===== config.mk =====
export PLATFORM = sky130hd
export DESIGN_NAME = neuron_mac_flat
export DESIGN_NICKNAME = d
export VERILOG_FILES = /design/src/rtl/neuron_mac_if.sv /design/src/rtl/neuron_mac.sv /design/src/flat_wrapper.sv
export SDC_FILE = /design/constraint.sdc
export NUM_CORES = 1
export LEC_CHECK = 0
export BUFFER_PORTS_ARGS = -buffer_cell sky130_fd_sc_hd__buf_2
export CORE_ASPECT_RATIO = 0.5
export CORE_MARGIN = 4
export CORE_UTILIZATION = 60
export DETAILED_ROUTE_END_ITERATION = 7
export PLACE_DENSITY = 0.83
export SYNTH_ARGS = -nofsm -noshare
export SYNTH_HDL_FRONTEND = slang
export SYNTH_SLANG_ARGS = --single-unit

===== constraint.sdc =====
create_clock -name clk -period 4.67 [get_ports clk]
set_input_delay 0 -clock clk [delete_from_list [all_inputs] [get_ports clk]]
set_output_delay 0 -clock clk [all_outputs]
set_load 0.005 [all_outputs]

===== src/rtl/neuron_mac_if.sv =====
// Handshake bundle for neuron_mac: start/bias request, pixel/weight stream in,
// saturated result out.
interface neuron_mac_if #(
  parameter int DATA_W = 16
);
  logic                     start;
  logic signed [DATA_W-1:0] bias;
  logic                     in_valid;
  logic                     in_ready;
  logic signed [DATA_W-1:0] pixel;
  logic signed [DATA_W-1:0] weight;
  logic                     out_valid;
  logic                     out_ready;
  logic signed [DATA_W-1:0] out_data;
  logic                     ovf;
  logic                     busy;

  modport master (
    output start, bias, in_valid, pixel, weight, out_ready,
    input  in_ready, out_valid, out_data, ovf, busy
  );

  modport slave (
    input  start, bias, in_valid, pixel, weight, out_ready,
    output in_ready, out_valid, out_data, ovf, busy
  );
endinterface


===== src/rtl/neuron_mac.sv =====
// Single-neuron multiply-accumulate: sum of pixel*weight over N_INPUTS pairs plus
// bias, in Q8.8 with a one-stage product pipeline and saturating output.
module neuron_mac #(
  parameter int DATA_W   = 16,
  parameter int N_INPUTS = 784,
  parameter int ACC_W    = 48
) (
  input  logic        clk,
  input  logic        rst,
  input  logic        ce,
  neuron_mac_if.slave bus
);
  localparam int PROD_W = 2 * DATA_W;
  localparam int CNT_W  = $clog2(N_INPUTS + 1);

  localparam logic signed [ACC_W-1:0] SAT_MAX = {{(ACC_W-DATA_W+1){1'b0}}, {(DATA_W-1){1'b1}}};
  localparam logic signed [ACC_W-1:0] SAT_MIN = {{(ACC_W-DATA_W+1){1'b1}}, {(DATA_W-1){1'b0}}};

  typedef enum logic [2:0] {IDLE, ACCUM, DRAIN, BIAS, SAT, OUT} state_t;

  state_t                   state_q, state_d;
  logic [CNT_W-1:0]         cnt_q, cnt_d;
  logic signed [ACC_W-1:0]  acc_q, acc_d;
  logic signed [PROD_W-1:0] prod_q, prod_d;
  logic                     prod_vld_q, prod_vld_d;
  logic signed [DATA_W-1:0] bias_q, bias_d;
  logic signed [DATA_W-1:0] out_data_q, out_data_d;
  logic                     ovf_q, ovf_d;
  logic                     out_valid_q, out_valid_d;
  logic                     in_ready_q, in_ready_d;
  logic                     busy_q, busy_d;

  logic                     accept;
  logic signed [ACC_W-1:0]  prod_ext;
  logic signed [ACC_W-1:0]  bias_ext;
  logic signed [ACC_W-1:0]  shifted;

  assign accept   = bus.in_valid & in_ready_q & ce;
  assign prod_ext = ACC_W'(prod_q);
  assign bias_ext = ACC_W'(bias_q) <<< 8;
  assign shifted  = acc_q >>> 8;

  always_comb begin
    state_d     = state_q;
    cnt_d       = cnt_q;
    acc_d       = acc_q;
    prod_d      = prod_q;
    prod_vld_d  = prod_vld_q;
    bias_d      = bias_q;
    out_data_d  = out_data_q;
    ovf_d       = ovf_q;
    out_valid_d = out_valid_q;
    in_ready_d  = in_ready_q;
    busy_d      = busy_q;

    case (state_q)
      IDLE: begin
        if (bus.start) begin
          bias_d     = bus.bias;
          acc_d      = '0;
          cnt_d      = '0;
          prod_vld_d = 1'b0;
          in_ready_d = 1'b1;
          busy_d     = 1'b1;
          state_d    = ACCUM;
        end
      end
      ACCUM: begin
        // The product registered last cycle is folded in while the next one is formed.
        if (prod_vld_q) acc_d = acc_q + prod_ext;
        if (accept) begin
          prod_d     = PROD_W'(bus.pixel) * PROD_W'(bus.weight);
          prod_vld_d = 1'b1;
          cnt_d      = cnt_q + CNT_W'(1);
          if (cnt_q == CNT_W'(N_INPUTS - 1)) begin
            in_ready_d = 1'b0;
            state_d    = DRAIN;
          end
        end else begin
          prod_vld_d = 1'b0;
        end
      end
      DRAIN: begin
        if (prod_vld_q) acc_d = acc_q + prod_ext;
        prod_vld_d = 1'b0;
        state_d    = BIAS;
      end
      BIAS: begin
        acc_d   = acc_q + bias_ext;
        state_d = SAT;
      end
      SAT: begin
        if (shifted > SAT_MAX) begin
          out_data_d = SAT_MAX[DATA_W-1:0];
          ovf_d      = 1'b1;
        end else if (shifted < SAT_MIN) begin
          out_data_d = SAT_MIN[DATA_W-1:0];
          ovf_d      = 1'b1;
        end else begin
          out_data_d = shifted[DATA_W-1:0];
          ovf_d      = 1'b0;
        end
        state_d = OUT;
      end
      OUT: begin
        // First OUT cycle raises out_valid; the handshake completes only once it is visible.
        if (!out_valid_q) begin
          out_valid_d = 1'b1;
        end else if (bus.out_ready) begin
          out_valid_d = 1'b0;
          busy_d      = 1'b0;
          state_d     = IDLE;
        end
      end
      default: begin
        state_d     = IDLE;
        in_ready_d  = 1'b0;
        out_valid_d = 1'b0;
        busy_d      = 1'b0;
      end
    endcase
  end

  always_ff @(posedge clk or posedge rst) begin
    if (rst) begin
      state_q     <= IDLE;
      cnt_q       <= '0;
      acc_q       <= '0;
      prod_q      <= '0;
      prod_vld_q  <= 1'b0;
      bias_q      <= '0;
      out_data_q  <= '0;
      ovf_q       <= 1'b0;
      out_valid_q <= 1'b0;
      in_ready_q  <= 1'b0;
      busy_q      <= 1'b0;
    end else if (ce) begin
      state_q     <= state_d;
      cnt_q       <= cnt_d;
      acc_q       <= acc_d;
      prod_q      <= prod_d;
      prod_vld_q  <= prod_vld_d;
      bias_q      <= bias_d;
      out_data_q  <= out_data_d;
      ovf_q       <= ovf_d;
      out_valid_q <= out_valid_d;
      in_ready_q  <= in_ready_d;
      busy_q      <= busy_d;
    end
  end

  assign bus.in_ready  = in_ready_q;
  assign bus.out_valid = out_valid_q;
  assign bus.out_data  = out_data_q;
  assign bus.ovf       = ovf_q;
  assign bus.busy      = busy_q;
endmodule


===== src/flat_wrapper.sv =====
// flat-port wrapper written by rule: the top's interface ports become plain ports
module neuron_mac_flat 
#(
  parameter int DATA_W   = 16,
  parameter int N_INPUTS = 784,
  parameter int ACC_W    = 48
)
  (clk, rst, ce, bus_start, bus_bias, bus_in_valid, bus_pixel, bus_weight, bus_out_ready, bus_in_ready, bus_out_valid, bus_out_data, bus_ovf, bus_busy);
  neuron_mac_if #(.DATA_W(DATA_W)) bus_i ();
  input  logic clk;
  input  logic rst;
  input  logic ce;
  input wire logic [$bits(bus_i.start)-1:0] bus_start;
  input wire logic [$bits(bus_i.bias)-1:0] bus_bias;
  input wire logic [$bits(bus_i.in_valid)-1:0] bus_in_valid;
  input wire logic [$bits(bus_i.pixel)-1:0] bus_pixel;
  input wire logic [$bits(bus_i.weight)-1:0] bus_weight;
  input wire logic [$bits(bus_i.out_ready)-1:0] bus_out_ready;
  output wire logic [$bits(bus_i.in_ready)-1:0] bus_in_ready;
  output wire logic [$bits(bus_i.out_valid)-1:0] bus_out_valid;
  output wire logic [$bits(bus_i.out_data)-1:0] bus_out_data;
  output wire logic [$bits(bus_i.ovf)-1:0] bus_ovf;
  output wire logic [$bits(bus_i.busy)-1:0] bus_busy;
  assign bus_i.start = bus_start;
  assign bus_i.bias = bus_bias;
  assign bus_i.in_valid = bus_in_valid;
  assign bus_i.pixel = bus_pixel;
  assign bus_i.weight = bus_weight;
  assign bus_i.out_ready = bus_out_ready;
  assign bus_in_ready = bus_i.in_ready;
  assign bus_out_valid = bus_i.out_valid;
  assign bus_out_data = bus_i.out_data;
  assign bus_ovf = bus_i.ovf;
  assign bus_busy = bus_i.busy;
  neuron_mac #(.DATA_W(DATA_W), .N_INPUTS(N_INPUTS), .ACC_W(ACC_W)) u_core (.clk(clk), .rst(rst), .ce(ce), .bus(bus_i));
endmodule

==> results of run 1 <==
-- cell type report --
type | instances | share of cell area [%]
Sequential cell | 130 | 13.7
Tap cell | 432 | 2.28
Timing Repair Buffer | 275 | 9.84
Clock buffer | 20 | 1.89
Inverter | 367 | 5.85
Multi-Input combinational cell | 1677 | 65.8
Clock inverter | 12 | 0.655
-- cells in the mapped netlist (15+ instances only) --
master,n
sky130_fd_sc_hd__a21oi_1,117
sky130_fd_sc_hd__dfrtp_1,130
sky130_fd_sc_hd__nand3_1,36
sky130_fd_sc_hd__ha_1,169
sky130_fd_sc_hd__and2_1,129
sky130_fd_sc_hd__nand2b_1,18
sky130_fd_sc_hd__nor3_1,20
sky130_fd_sc_hd__nand4_1,21
sky130_fd_sc_hd__nor2_1,112
sky130_fd_sc_hd__xnor2_1,63
sky130_fd_sc_hd__a221oi_1,21
sky130_fd_sc_hd__o21ai_0,94
sky130_fd_sc_hd__a21o_1,73
sky130_fd_sc_hd__mux2_2,20
sky130_fd_sc_hd__nand2_1,237
sky130_fd_sc_hd__clkbuf_1,80
sky130_fd_sc_hd__fa_1,264
sky130_fd_sc_hd__o21bai_1,24
sky130_fd_sc_hd__and3_1,15
sky130_fd_sc_hd__inv_1,367
sky130_fd_sc_hd__a221o_1,18
sky130_fd_sc_hd__xor2_1,47
-- routing by layer --
metal / share of wire, % / vias to the layer above
met3: 10 / 364
met2: 47 / 1287
met1: 38 / 8909
li1: - / 7876
met5: 0 / -
met4: 5.6 / 0
-- kinds of logic after synthesis --
group | synth area share [%]
compound gates | 16.1
xor+xnor | 4.85
fa+ha+maj | 37.3
buf+inv | 8.52
flops | 16.4
mux | 1.34
simple gates | 15.5
-- flip-flops by register name, indices dropped and copies added, names as in the netlist --
name	count
u_core.acc_q	48
u_core.prod_q	32
u_core.bus.ovf	1
u_core.state_q	3
u_core.bus.out_valid	1
u_core.bus.in_ready	1
u_core.cnt_q	10
u_core.bus.busy	1
u_core.bus.out_data	16
u_core.bias_q	16
u_core.prod_vld_q	1
-- worst register-to-register path, stage by stage (launching register included) --
cell and delay (ns):
sky130_fd_sc_hd__dfrtp_1 0.87, sky130_fd_sc_hd__ha_1 0.45, sky130_fd_sc_hd__a21o_1 0.22, sky130_fd_sc_hd__a21oi_1 0.15, sky130_fd_sc_hd__o21bai_1 0.13, sky130_fd_sc_hd__a2111oi_2 0.46, sky130_fd_sc_hd__nor3_1 0.14, sky130_fd_sc_hd__o221a_1 0.24
sky130_fd_sc_hd__o21a_1 0.18, sky130_fd_sc_hd__a311oi_2 0.35, sky130_fd_sc_hd__xnor2_1 0.12, sky130_fd_sc_hd__a211o_1 0.30
-- worst paths after layout --
| check | to | slack [ns] | cells past startpoint |
|---|---|---|---|
| setup / recovery | u_core.prod_q[24] | -0.79 | 21 |
| max in group asynchronous | u_core.prod_q[30] | 3.06 | 4 |
| setup reg to reg | u_core.acc_q[47] | 0.95 | 11 |
| hold reg to reg | u_core.prod_q[10] | 0.49 | 2 |
| hold / removal | u_core.prod_q[0] | 0.08 | 4 |
| min in group asynchronous | u_core.cnt_q[3] | 0.37 | 3 |
-- timing repair --
item / CTS / global route
gates resized for setup: 149 / 79
gates cloned: 1 / 2
setup endpoints to repair: 17 / 21
buffers inserted: 19 / 9
pin swaps: 103 / 71
hold buffers: 19 / 0
hold endpoints to repair: 97 / 0
-- per-stage QoR --
stage          util, %  setup TNS [ns]  setup WS [ns]  area [um2]  hold WS [ns]
3_3_place_gp      68.1          -14.42         -0.986       21900         0.212
6_report          73.8           -9.58         -0.793       23700        0.0775
3_5_place_dp      68.1          -16.68          -1.15       21900         0.232
2_1_floorplan        -           -7.32         -0.682       20200         0.117
5_1_grt           73.8          -11.89         -0.953       23700        0.0951
4_1_cts           72.7           -5.51         -0.462       23300        0.0793
==> impl_summary.md, run 1 <==
Status
The run finished, with violations left. The final reports fail on setup timing.

Synth
The largest total area in the synthesized netlist belongs to sky130_fd_sc_hd__fa_1. By area the synthesized netlist is led by sky130_fd_sc_hd__fa_1 27%, sky130_fd_sc_hd__dfrtp_1 16%, sky130_fd_sc_hd__ha_1 11%, sky130_fd_sc_hd__inv_1 6.9%, sky130_fd_sc_hd__nand2_1 4.5%. Counting flops with a built-in enable in the synthesized netlist gives 0. The synthesized netlist occupies a cell area of 19800 um2. In the synthesized netlist the dominant register cell turns out to be sky130_fd_sc_hd__dfrtp_1. The Yosys step of the flow raised 0 warnings.

After synthesis, the netlist uses 74 different library cells. Summing the sequential cell areas from Yosys gives 16.4% of the chip area. The average cell area after synthesis is 8.79 um2. The area fraction of the dominant cell type after synthesis is 26.6%.

The async set-reset flop share out of synthesis is 100%. The instance count of the mapped netlist is 2257. The synthesis-stage register bit count is 130.

Synthesis produced a netlist with a net count of 2744.

GRT
The first-pass GRT wire length is 92500 um. Entering global routing, the biggest net connects 81 pins. The number of global-route vias before repair is 18100.

Across every metal layer, demand over resource in global routing totals 31.5%. The global-route track usage on met3 is 5.78%. After global routing, the most crowded layer is met2.

The initial antenna violation count is 0. The final global-route overflow total is 0. The global-route met1 utilization is 41.6%. The met2 global-route usage is 53.1%.

STA
The achievable frequency is 0.183 GHz. Setup repair after global routing could not meet its margin everywhere. The post-route clock skew is 0.00891 ns.

The final critical path takes up 117% of the cycle. In the post-route analysis, the smallest setup slack over all paths is -0.793 ns. Setup violations remaining at the end of the flow were counted as 19. The max-slew headroom at the worst pin is 27.0%. The slew at the pin closest to its max-slew limit is 1.10 ns. The hold violation count in the final report is 0. The final critical path time including I/O delays and setup is 5.46 ns.

The total count of max-transition violations in the final report was 0.

Layout
The final-layout fill cell count is 2004. The top cell types in the final layout, fill and taps aside, are 329 x sky130_fd_sc_hd__inv_1, 246 x sky130_fd_sc_hd__fa_1, 224 x sky130_fd_sc_hd__nand2_1. The diode insertion count for antenna repair is 0. The post-layout instance count excluding filler cells is 2913. The area occupied by multi-input gates is 15600 um2.

The library cell used most frequently in the layout, excluding fill and tap cells, is sky130_fd_sc_hd__inv_1. In the final layout, the share of cells above drive strength 1 is 19.5%. The synthesis-to-layout area growth is 19.4%. In the final design database the tool counted 2955 nets. Across the whole layout, storage elements account for 3250 um2.

Critical path
The largest single stage delay on the critical path is 0.57 ns. The kind of capture point of the worst setup path is a register. The cell at the slowest stage of the critical path is sky130_fd_sc_hd__fa_1. The critical path start-end classification is in2reg.

The kind of cell adding the most delay to the critical path is adder cells. The largest fanout on the critical path is 12. The signal on the critical path passes through buf_4 -> and2_1 -> fa_1 -> inv_1 -> fa_1 -> fa_1 -> inv_1 -> fa_1 -> fa_1 -> inv_1 -> fa_1 -> inv_1 -> ha_4 -> a21o_1 -> nand2b_4 -> nor3_4 -> o31ai_4 -> nor4_4 -> o41ai_2 -> xnor2_1 -> o21ai_1. The launching instance or port of the critical path is bus_pixel[13]. By instance count, the cell type seen most on the critical path is sky130_fd_sc_hd__fa_1.

At the worst endpoint, the arrival time is 5.73 ns. The critical path contains buffers and inverters numbering 5 combined. The category of the worst setup path launch point is an input pin.

The start of the worst register-to-register path is u_core.prod_q[31]. At the worst endpoint, the required time is 4.94 ns.

Min path
In this run the worst hold path is classified as in2reg. The startpoint of the lowest-slack hold path is bus_pixel[0].

Placed design
The count of buffers from port buffering is 73. The routability-driven placement congestion ratio is 0.945. The post-detailed-placement half-perimeter wirelength is 41900 um.

The number of placed instances with taps included is 2833.

Routing
Summing over every cut layer, the via total after detailed routing is 18400. The count of routing violations after the opening detailed-route iteration is 2199. Summed over all layers, the routed wires come to 62800 um. The via count normalized by instance count is 6.33. The detailed-router iteration count before antenna repair is 6.

The average detailed-routed wire length per instance is 21.5 um. For this run, design rule violations remaining after detail routing come to 0. The count of nets left with antenna violations once routing finished came out at 0.

Job
The max capacitance violation total is 0.

Clock tree
Clock tree synthesis selected as its root buffer the cell sky130_fd_sc_hd__clkbuf_16. The clock latency on the worst-skew pair is 0.43 ns. The clock transition at the register clock pins on the worst setup and hold paths after CTS is 0.06 ns. The number of clock buffers added by TritonCTS is 17. TritonCTS built the clock tree. The H-tree generated during clock tree synthesis spans 4 levels.

The maximum buffer depth of the clock tree is 2. For this design, the sink count on the clock tree is 130.

Die
The number of rows in the core area is 46. The area enclosed by the die boundary is 36200 um2. The height of the die is 137 um. In this run the horizontal extent of the chip is 265 um. After floorplanning, the core was sized to cover 32100 um2. In this run the count of I/O pins placed on the die edge is 74. The initial core utilization is 61.8%.
Power of run 1 is not shown: default switching activity piles up to over one toggle a cycle in this logic, so the estimate is an artifact.
==> run 2: changes to the inputs <==
- RECOVER_POWER: unset -> 50
==> run 2 against run 1 <==
Effect of this change:
- the run ends with capacitance limit, slew limit, setup timing left
- die area stayed put
- via count rose by 0.15%
- cell count stayed put
- largest cell class unchanged
- worst hold slack better by 0.0028 ns
- critical path depth is 1 higher
- first-iteration DRC count fell by 0.68%
==> impl_summary.md, run 2 (same netlist as run 1, synthesis figures left out) <==
Status
The flow ran to the end, but the final reports show violations. The checks that failed: capacitance limit, slew limit, setup timing.

Layout
In the layout the commonest cells are 330 x sky130_fd_sc_hd__inv_1, 246 x sky130_fd_sc_hd__fa_1, 224 x sky130_fd_sc_hd__nand2_1. Leaving out fill and tap cells, the most frequent cell in the layout is sky130_fd_sc_hd__inv_1. The post-layout instance count excluding filler cells is 2913. The largest registers in the layout are u_core.acc_q: 48 flops, u_core.prod_q: 32 flops.

The fraction of layout cells with a size suffix above 1 is 18.7%. The synthesis-to-layout area growth is 19.3%. For this run, the post-layout net count is 2955. 0 antenna diodes ended up in the layout. The register ranked first by flip-flop count is u_core.acc_q.

The register with the most flip-flops in the layout has 48 of them.

STA
In this run the tightest slew margin relative to its limit is -104%. The total count of max-transition violations in the final report is 81. The worst-case hold slack is 0.0803 ns. Between clock sinks in the finished design, the worst skew comes to 0.00927 ns. The hold violation count in the final report is 0. The final-layout setup total negative slack is -9.57 ns. Setup repair after global routing could not meet its margin everywhere.

The achievable frequency is 0.183 GHz. The slew at the pin closest to its max-slew limit is 3.05 ns. The worst path uses 117% of the clock period.

Setup violations remaining at the end of the flow were counted as 19. The setup slack after layout is -0.794 ns. The smallest clock period supported by the final layout is computed as 5.46 ns.

Critical path
The most frequent cell on the critical path is sky130_fd_sc_hd__fa_1. The worst setup path is of the in2reg kind. Of all nets on the critical path, the largest fanout is 6.

The number of buffers and inverters on the critical path is 8. Data on the critical path is required at its endpoint by 4.94 ns. For this run, the slowest stage of the critical path takes 0.56 ns. The kind of cell adding the most delay to the critical path is adder cells. The worst setup path is captured at a register.

The cell at the slowest stage of the critical path is sky130_fd_sc_hd__fa_1. The signal arrival time at the worst endpoint is 5.73 ns. The worst setup path is launched from an input pin. The signal on the critical path passes through buf_12 -> buf_4 -> buf_6 -> and2_1 -> fa_1 -> inv_1 -> fa_1 -> inv_2 -> fa_2 -> fa_1 -> fa_1 -> inv_1 -> fa_1 -> inv_1 -> ha_1 -> nand2_1 -> buf_4 -> o31ai_4 -> nor4_4 -> o41ai_2 -> xnor2_1 -> o21ai_1.

Routing
The count of nets left with antenna violations after detail routing is 0. The total wire length after detailed routing is 62800 um. The via count normalized by instance count is 6.34. In this run, the number of DRC markers left after iteration 0 of detailed routing was 2184. In the routed design, unresolved DRC markers number 0. The detailed-router iteration count before antenna repair is 8. Detailed routing inserted a total of 18500 vias. After detailed routing, the average wire length per cell comes to 21.6 um.

Clock tree
CTS placed an instance of sky130_fd_sc_hd__clkbuf_16 at the clock tree root. TritonCTS built the clock tree. The clock transition at the register clock pins on the worst setup and hold paths after CTS is 0.06 ns. The maximum buffer depth of the clock tree is 2. CTS built an H-tree with a depth of 4. The clock latency on the worst-skew pair is 0.43 ns. For this design, the sink count on the clock tree is 130. In this run, CTS created clock tree buffers numbering 17.

Die
The overall die width is 265 um. The initial core utilization is 61.8%. During I/O placement, the number of pins put on the boundary was 74. The floorplan step defined a die boundary enclosing 36200 um2. The floorplan core area is 32100 um2. The die is 137 um tall. The number of rows in the core area is 46.

Placed design
The minimum setup slack after placement is -1.15 ns. Once detailed placement completed, the half-perimeter wirelength came to 41900 um. The count of buffers from port buffering is 73.

The number of placed instances with taps included is 2833. The routability-driven placement congestion ratio is 0.945.

Min path
The class of the tightest hold or removal check is in2reg.

GRT
For this run the aggregate overflow at the end of global routing stands at 0. Across every metal layer, demand over resource in global routing totals 31.5%. The number of global-route vias before repair is 18100. The pin count of the biggest net entering global routing is 81. The initial antenna violation count came to 0. The first-pass GRT wire length is 92500 um.

Job
Across the run, the number of max-cap violations was 1.
## run 2: metrics by stage
stage | utilization, % | instance area, um2
finish | 73.7 | 23700
global placement | 68.1 | 21900
floorplan | - | 20200
global route | 73.7 | 23700
CTS | 72.7 | 23300
detailed placement | 68.1 | 21900
## run 2: path summary, 6_finish.rpt
path                       slack (ns)           endpoint  cells past startpoint              start
hold / removal                   0.08   u_core.prod_q[0]                      4       bus_pixel[0]
hold reg to reg                  0.49  u_core.prod_q[10]                      2  u_core.prod_q[10]
setup / recovery                -0.79  u_core.prod_q[24]                     22      bus_weight[5]
min in group asynchronous        1.23    u_core.cnt_q[3]                      3                rst
setup reg to reg                 0.93   u_core.acc_q[47]                     11  u_core.prod_q[31]
max in group asynchronous        0.93  u_core.prod_q[25]                      4                rst
## run 2: routing by layer
metal	GRT usage (%)	up-vias	share of wire, %
li1	-	7871	-
met1	41.6	8942	38
met2	53.1	1305	47
met3	5.78	346	9.8
met4	11.1	0	5.5
met5	0	-	0
## run 2: cell type report
class	count	area [um2]
Timing Repair Buffer	275	2310
Clock buffer	20	447
Fill cell	2017	8450
Multi-Input combinational cell	1677	15600
Tap cell	432	541
Inverter	367	1380
Sequential cell	130	3250
Clock inverter	12	155
## run 2: worst reg2reg max path, delay by kind of cell, from the launching register on
kind / cells / cell delay [ns]
fa+ha+maj: 1 / 0.45
simple gates: 1 / 0.14
flops: 1 / 0.88
compound gates: 8 / 2.02
xor+xnor: 1 / 0.12
## run 2: what timing repair did
item	in CTS	in global routing
hold buffers	19	0
cloned	1	2
setup buffers	19	9
pin swaps	103	71
resized for setup	149	79
setup endpoints to repair	17	21
endpoints found under the hold margin	97	0
Power of run 2 is left out for the same reason.
